### config.mk
export PLATFORM = sky130hd
export DESIGN_NAME = dmem_arbiter
export DESIGN_NICKNAME = d
export VERILOG_FILES = /design/src/rtl/dmem_arb_pkg.sv /design/src/rtl/dmem_arbiter_rr_pick.sv /design/src/rtl/dmem_arbiter.sv
export SDC_FILE = /design/constraint.sdc
export NUM_CORES = 1
export LEC_CHECK = 0
export CAP_MARGIN = 5
export CORE_AREA = 8 8 87 89
export CTS_CLUSTER_DIAMETER = 40
export DETAILED_ROUTE_END_ITERATION = 8
export DIE_AREA = 0 0 95 97
export HOLD_SLACK_MARGIN = 0.1
export PLACE_DENSITY = 0.84
export SYNTH_ARGS = -nofsm -noshare
export SYNTH_HDL_FRONTEND = slang
export SYNTH_SLANG_ARGS = --single-unit
### constraint.sdc
create_clock -name CLK -period 3.1 [get_ports CLK]
set_input_delay 0.62 -clock CLK [delete_from_list [all_inputs] [get_ports CLK]]
set_output_delay 0.62 -clock CLK [all_outputs]
set_load 0.02 [all_outputs]
### src/rtl/dmem_arb_pkg.sv
// Shared types and constants for the data-memory arbiter.
// State encodings, Mem_Ctrl bit positions, core count and bus widths.
package dmem_arb_pkg;

  localparam int NCORES = 4;
  localparam int AW     = 8;
  localparam int DW     = 8;
  localparam int MC_W   = 4;
  localparam int CNT_W  = 2;

  localparam int MC_DREAD  = 0;
  localparam int MC_DWRITE = 1;

  typedef enum logic [2:0] {
    ST_IDLE = 3'd0,
    ST_WR   = 3'd1,
    ST_RD   = 3'd2,
    ST_ACK  = 3'd3,
    ST_GAP  = 3'd4
  } state_t;

  function automatic logic [NCORES-1:0] onehot(
    input logic [1:0] idx
  );
    logic [NCORES-1:0] v;
    v      = '0;
    v[idx] = 1'b1;
    return v;
  endfunction

endpackage

### src/rtl/dmem_arbiter_rr_pick.sv
// Combinational 4-way round-robin picker.
// req: pending requests, last: previous grant; any: some req set, idx: pick.
module rr_pick
  import dmem_arb_pkg::*;
(
  input  logic [3:0] req,
  input  logic [1:0] last,
  output logic       any,
  output logic [1:0] idx
);

  logic [3:0] rot;
  logic [1:0] off;

  // rot[i] is the request of core last+1+i, so the
  // lowest set bit of rot is the next core in turn.
  always_comb begin
    rot = '0;
    for (int i = 0; i < 4; i++) begin
      rot[i] = req[last + 2'(i + 1)];
    end
  end

  always_comb begin
    off = 2'd0;
    if (rot[0])      off = 2'd0;
    else if (rot[1]) off = 2'd1;
    else if (rot[2]) off = 2'd2;
    else             off = 2'd3;
  end

  assign any = |req;
  assign idx = last + 2'd1 + off;

endmodule

### src/rtl/dmem_arbiter.sv
// Four-core data-RAM arbiter: round-robin grant, one access at a time.
// Core side: Mem_Ctrl/DAddress/Ddout in, Ddin/dacq out; RAM side: ram_*; busy, gnt_id status.
module dmem_arbiter
  import dmem_arb_pkg::*;
#(
  parameter int RAM_LAT = 1,
  parameter int NCORES  = 4
) (
  input  logic                   CLK,
  input  logic                   RST,
  input  logic [MC_W*NCORES-1:0] Mem_Ctrl,
  input  logic [AW*NCORES-1:0]   DAddress,
  input  logic [DW*NCORES-1:0]   Ddout,
  output logic [DW-1:0]          Ddin,
  output logic [NCORES-1:0]      dacq,
  output logic [AW-1:0]          ram_addr,
  output logic [DW-1:0]          ram_wdata,
  output logic                   ram_we,
  input  logic [DW-1:0]          ram_rdata,
  output logic                   busy,
  output logic [1:0]             gnt_id
);

  state_t state;
  state_t nxt;

  logic [1:0]       last_grant;
  logic [CNT_W-1:0] cnt;

  logic [NCORES-1:0] req;
  logic [NCORES-1:0] req_wr;
  logic              unused_ctrl;

  logic       pick_any;
  logic [1:0] pick_idx;

  logic [1:0]        gnt_n;
  logic [1:0]        last_n;
  logic [AW-1:0]     addr_n;
  logic [DW-1:0]     wdata_n;
  logic              we_n;
  logic [DW-1:0]     ddin_n;
  logic [NCORES-1:0] dacq_n;
  logic [CNT_W-1:0]  cnt_n;

  always_comb begin
    req         = '0;
    req_wr      = '0;
    unused_ctrl = 1'b0;
    for (int k = 0; k < NCORES; k++) begin
      req[k]    = Mem_Ctrl[MC_W*k+MC_DREAD]
                | Mem_Ctrl[MC_W*k+MC_DWRITE];
      req_wr[k] = Mem_Ctrl[MC_W*k+MC_DWRITE];
      unused_ctrl = unused_ctrl
                  ^ Mem_Ctrl[MC_W*k+2]
                  ^ Mem_Ctrl[MC_W*k+3];
    end
  end

  rr_pick u_pick (
    .req  (req),
    .last (last_grant),
    .any  (pick_any),
    .idx  (pick_idx)
  );

  always_comb begin
    nxt     = state;
    gnt_n   = gnt_id;
    last_n  = last_grant;
    addr_n  = ram_addr;
    wdata_n = ram_wdata;
    we_n    = 1'b0;
    ddin_n  = Ddin;
    dacq_n  = '0;
    cnt_n   = cnt;
    case (state)
      ST_IDLE: begin
        if (pick_any) begin
          gnt_n   = pick_idx;
          last_n  = pick_idx;
          addr_n  = DAddress[AW*pick_idx +: AW];
          wdata_n = Ddout[DW*pick_idx +: DW];
          cnt_n   = '0;
          // Write wins when both op bits are set.
          if (req_wr[pick_idx]) begin
            nxt  = ST_WR;
            we_n = 1'b1;
          end else begin
            nxt = ST_RD;
          end
        end
      end
      ST_WR: begin
        nxt    = ST_ACK;
        dacq_n = onehot(gnt_id);
      end
      ST_RD: begin
        // Address went out on entry to RD; data is
        // valid RAM_LAT cycles later, in the last RD cycle.
        if (cnt == CNT_W'(RAM_LAT)) begin
          nxt    = ST_ACK;
          ddin_n = ram_rdata;
          dacq_n = onehot(gnt_id);
        end else begin
          cnt_n = cnt + 1'b1;
        end
      end
      ST_ACK: begin
        nxt = ST_GAP;
      end
      ST_GAP: begin
        nxt = ST_IDLE;
      end
      default: begin
        nxt = ST_IDLE;
      end
    endcase
  end

  always_ff @(posedge CLK) begin
    if (RST) begin
      state      <= ST_IDLE;
      gnt_id     <= 2'd0;
      last_grant <= 2'd3;
      ram_addr   <= '0;
      ram_wdata  <= '0;
      ram_we     <= 1'b0;
      Ddin       <= '0;
      dacq       <= '0;
      cnt        <= '0;
    end else begin
      state      <= nxt;
      gnt_id     <= gnt_n;
      last_grant <= last_n;
      ram_addr   <= addr_n;
      ram_wdata  <= wdata_n;
      ram_we     <= we_n;
      Ddin       <= ddin_n;
      dacq       <= dacq_n;
      cnt        <= cnt_n;
    end
  end

  assign busy = (state != ST_IDLE);

endmodule

==> results by group <==
Status
  – Run status: complete, no violations

STA
  – Final number of max-transition violations: 0
  – Rel. slew slack: 0.445
  – RSZ-0062 raised after global routing: no
  – Worst hold slack after final layout: 0.452 ns
  – Final period utilization: 0.912
  – Worst clock skew: 0.00406 ns
  – Final hold violations: 0
  – Slew @ Worst Pin: 0.830 ns
  – Highest clock frequency the design can meet: 0.354 GHz
  – Final setup viols: 0
  – Time the worst path needs with I/O delays and setup: 2.83 ns

Logic synthesis
  – Count of mapped cells out of synthesis: 246
  – Unique cell type count in the Yosys netlist: 41
  – Top cell type's share of synthesized area: 0.315
  – Average cell area after synthesis: 9.81 µm²
  – Most frequent cell after synthesis: sky130_fd_sc_hd__dfxtp_1
  – Post-synthesis sequential element count: 38
  – Sequential-to-total area share from yosys stat: 0.315
  – Commonest register cell after synthesis: sky130_fd_sc_hd__dfxtp_1
  – Mapped cell area: 2410 µm²
  – Net Count, Synth: 338
  – Post-synth EDFFs: 0
  – Number of warnings issued by yosys: 0
  – List of most frequent post-synthesis cells: 38 x sky130_fd_sc_hd__dfxtp_1, 32 x sky130_fd_sc_hd__mux2_2, 25 x sky130_fd_sc_hd__nand2_1
  – Top cell type by total area after synthesis: sky130_fd_sc_hd__dfxtp_1
  – Most area-consuming cells after synthesis: sky130_fd_sc_hd__dfxtp_1 32%, sky130_fd_sc_hd__mux2_2 15%, sky130_fd_sc_hd__a221oi_2 10%
  – Post-synth ARST share: 0

Critical path
  – Startpoint types: input port
  – Slowest Stage Delay on Critical Path: 0.47 ns
  – R2R Setup Slk: 0.77 ns
  – Master of the slowest instance on the critical path: sky130_fd_sc_hd__clkdlybuf4s50_1
  – Number of buffers and inverters on the critical path: 2
  – Family of cells with the greatest summed delay on the critical path: compound AO/OA/AOI/OAI gates
  – Category of the most critical setup path: input port to flop
  – Critical path arrival: 3.01 ns
  – Setup crit end kind: flop
  – Largest fanout of any net on the critical path: 31
  – Reg-to-reg startpoint: last_grant[1]$_SDFFE_PP1P_
  – Number of cells on the worst reg-to-reg path: 8
  – Reg-to-reg endpoint: ram_addr[4]$_SDFFE_PP0P_
  – Ordered cell list for the critical path: clkdlybuf4s50_1 > or2_1 > o21ai_0 > a32oi_1 > nand2_1 > ha_1 > buf_12 > mux2_2 > a221oi_1 > o21ai_1
  – Required time reported for the critical path endpoint: 3.28 ns

Die
  – I/O pin count: 122
  – Effective utilization at floorplan: 0.389
  – Die outline width: 95 µm
  – Total die area: 9220 µm²
  – Placement Rows: 29
  – Core region area: 6200 µm²
  – Die Height: 97 µm

Route
  – Detail-routed via count per cell: 5.43
  – Pre-antenna DRT Iters: 4
  – Post-route ant nets: 0
  – Total wire length after detailed routing: 7210 µm
  – DRC violation total after the first TritonRoute iteration: 52
  – Detailed-route wire length per cell: 16.2 µm
  – DR vias: 2,416
  – DRC violation count after routing: 0

Global routing
  – Initial antenna violation count: 0
  – Pin count of the biggest net entering global routing: 36
  – Leftover overflow at the end of global routing: 0
  – Wire length of the first global-routing pass: 11,900 µm
  – Global Route Usage Sum: 0.156
  – Number of global-route vias before repair: 2,519

Clock network
  – Hold buffers post-CTS: 0
  – CTS H-tree lvls: 2
  – Bufs on Longest Clock Path: 2
  – Clock Tree Root: sky130_fd_sc_hd__clkbuf_8
  – Post-CTS setup-driven buffer insertion count: 0
  – Resized cells post-CTS: 0
  – TritonCTS clock tree: yes
  – Number of buffers added by the clock tree synthesis step: 5
  – Total number of clock tree sinks: 38
  – Clk_lat worst skew: 0.29 ns
  – CTS clk-pin slew, worst paths: 0.08 ns

Worst hold path
  – Worst hold path depth: 2
  – Type of the tightest min-delay check: flop to flop
  – Worst hold start: ram_addr[0]$_SDFFE_PP0P_
  – Hold EP: ram_addr[0]$_SDFFE_PP0P_

Placement
  – # port buffers: 113
  – RePlAce Congestion: 0.824
  – Detailed placer's ending HPWL: 5650 µm
  – Cell total after placement: 437

Final layout
  – Fin nets: 459
  – Post-synthesis to final-layout area growth: 58.5%
  – Share of post-route cells with drive strength above 1: 0.239
  – Filler instances: 533
  – Final antenna diode count: 0
  – Final instance count without filler cells: 445

Power and ir drop
  – Power density of the placed cells: 914 nW/µm²
  – Post-layout total power: 3.49 mW
  – Leakage power summed over all cells: 1.41 nW
  – Worst voltage drop across the vdd grid: 0.448 mV

Run
  – Max-cap violations: 0
[metrics by stage]
stage | area [µm²] | setup slack (ns) | util | setup TNS (ns)
after floorplan | 2410 | 0.218 | - | 0
after global placement | 3680 | 0.0336 | 0.594 | 0
after detailed placement | 3680 | -0.0359 | 0.594 | -0.303
after CTS | 3820 | 0.266 | 0.616 | 0
after global routing | 3820 | 0.103 | 0.616 | 0
final | 3820 | 0.272 | 0.616 | 0
[sequential cells by signal (all words and copies together) (netlist names), 2 cells and up]
signal	cells
ram_wdata	8
ram_addr	8
Ddin	8
cnt	2
last_grant	2
dacq	4
state	3
gnt_id	2
[cell families after synthesis]
logic type	Yosys count	share of synthesized area
mux	43	0.200
xor+xnor	2	0.00726
fa+ha+maj	2	0.0104
simple gates	68	0.136
buf+inv	23	0.0622
flops	38	0.315
compound gates	70	0.269
[worst max path at each step]
stage | depth (start not counted) | start | slack, ns | end
detailed placement | 10 | Mem_Ctrl[0] | -0.04 | ram_wdata[4]$_SDFFE_PP0P_
finish | 10 | Mem_Ctrl[0] | 0.27 | ram_addr[4]$_SDFFE_PP0P_
global route | 10 | Mem_Ctrl[1] | 0.10 | ram_wdata[3]$_SDFFE_PP0P_
floorplan | 12 | Mem_Ctrl[0] | 0.22 | state[0]$_SDFFE_PP0P_
global placement | 10 | Mem_Ctrl[0] | 0.03 | ram_wdata[0]$_SDFFE_PP0P_
CTS | 10 | Mem_Ctrl[0] | 0.27 | ram_addr[4]$_SDFFE_PP0P_
[where the power goes]
| part | total (mW) | internal [mW] | switching, mW |
|---|---|---|---|
| registers | 0.778 | 0.663 | 0.115 |
| clock network | 0.512 | 0.323 | 0.189 |
| logic | 2.20 | 1.09 | 1.11 |
| total | 3.49 | 2.08 | 1.41 |
[final cells by class]
cell class	instances	area, µm²	share of cell area
Multi-Input combinational cell	185	1500	0.393
Timing Repair Buffer	131	1300	0.341
Inverter	6	22.5	0.00589
Tap cell	77	96.3	0.0252
Clock buffer	5	68.8	0.0180
Sequential cell	38	761	0.199
Clock inverter	3	68.8	0.0180
[worst min-delay path: stages (launching register included)]
cell and delay (ns):
sky130_fd_sc_hd__dfxtp_1 0.31, sky130_fd_sc_hd__nand2_1 0.05, sky130_fd_sc_hd__o21ai_1 0.05
[per-layer routing]
layer | wire (µm) | global-route usage | share of wire
met5 | 0 | 0 | 0
met4 | 160 | 0.0625 | 0.022
met3 | 528 | 0.0355 | 0.073
met2 | 3540 | 0.275 | 0.49
met1 | 2990 | 0.174 | 0.41
[placed cells by master, fill, tap and decap left out, drive strengths merged, types with 2 or more instances in the layout]
cell type / instances
bufinv: 2
buf: 18
nor4: 4
clkdlybuf4s50: 113
mux2i: 10
o21ai: 20
or2: 4
clkbuf: 5
ha: 2
and3: 2
a21oi: 5
nand2b: 2
mux2: 32
nor2: 21
nand2: 25
a31oi: 2
nor3: 4
inv: 6
a221oi: 34
nand3: 5
dfxtp: 38
Note: power is estimated with default switching activity, not from simulation.
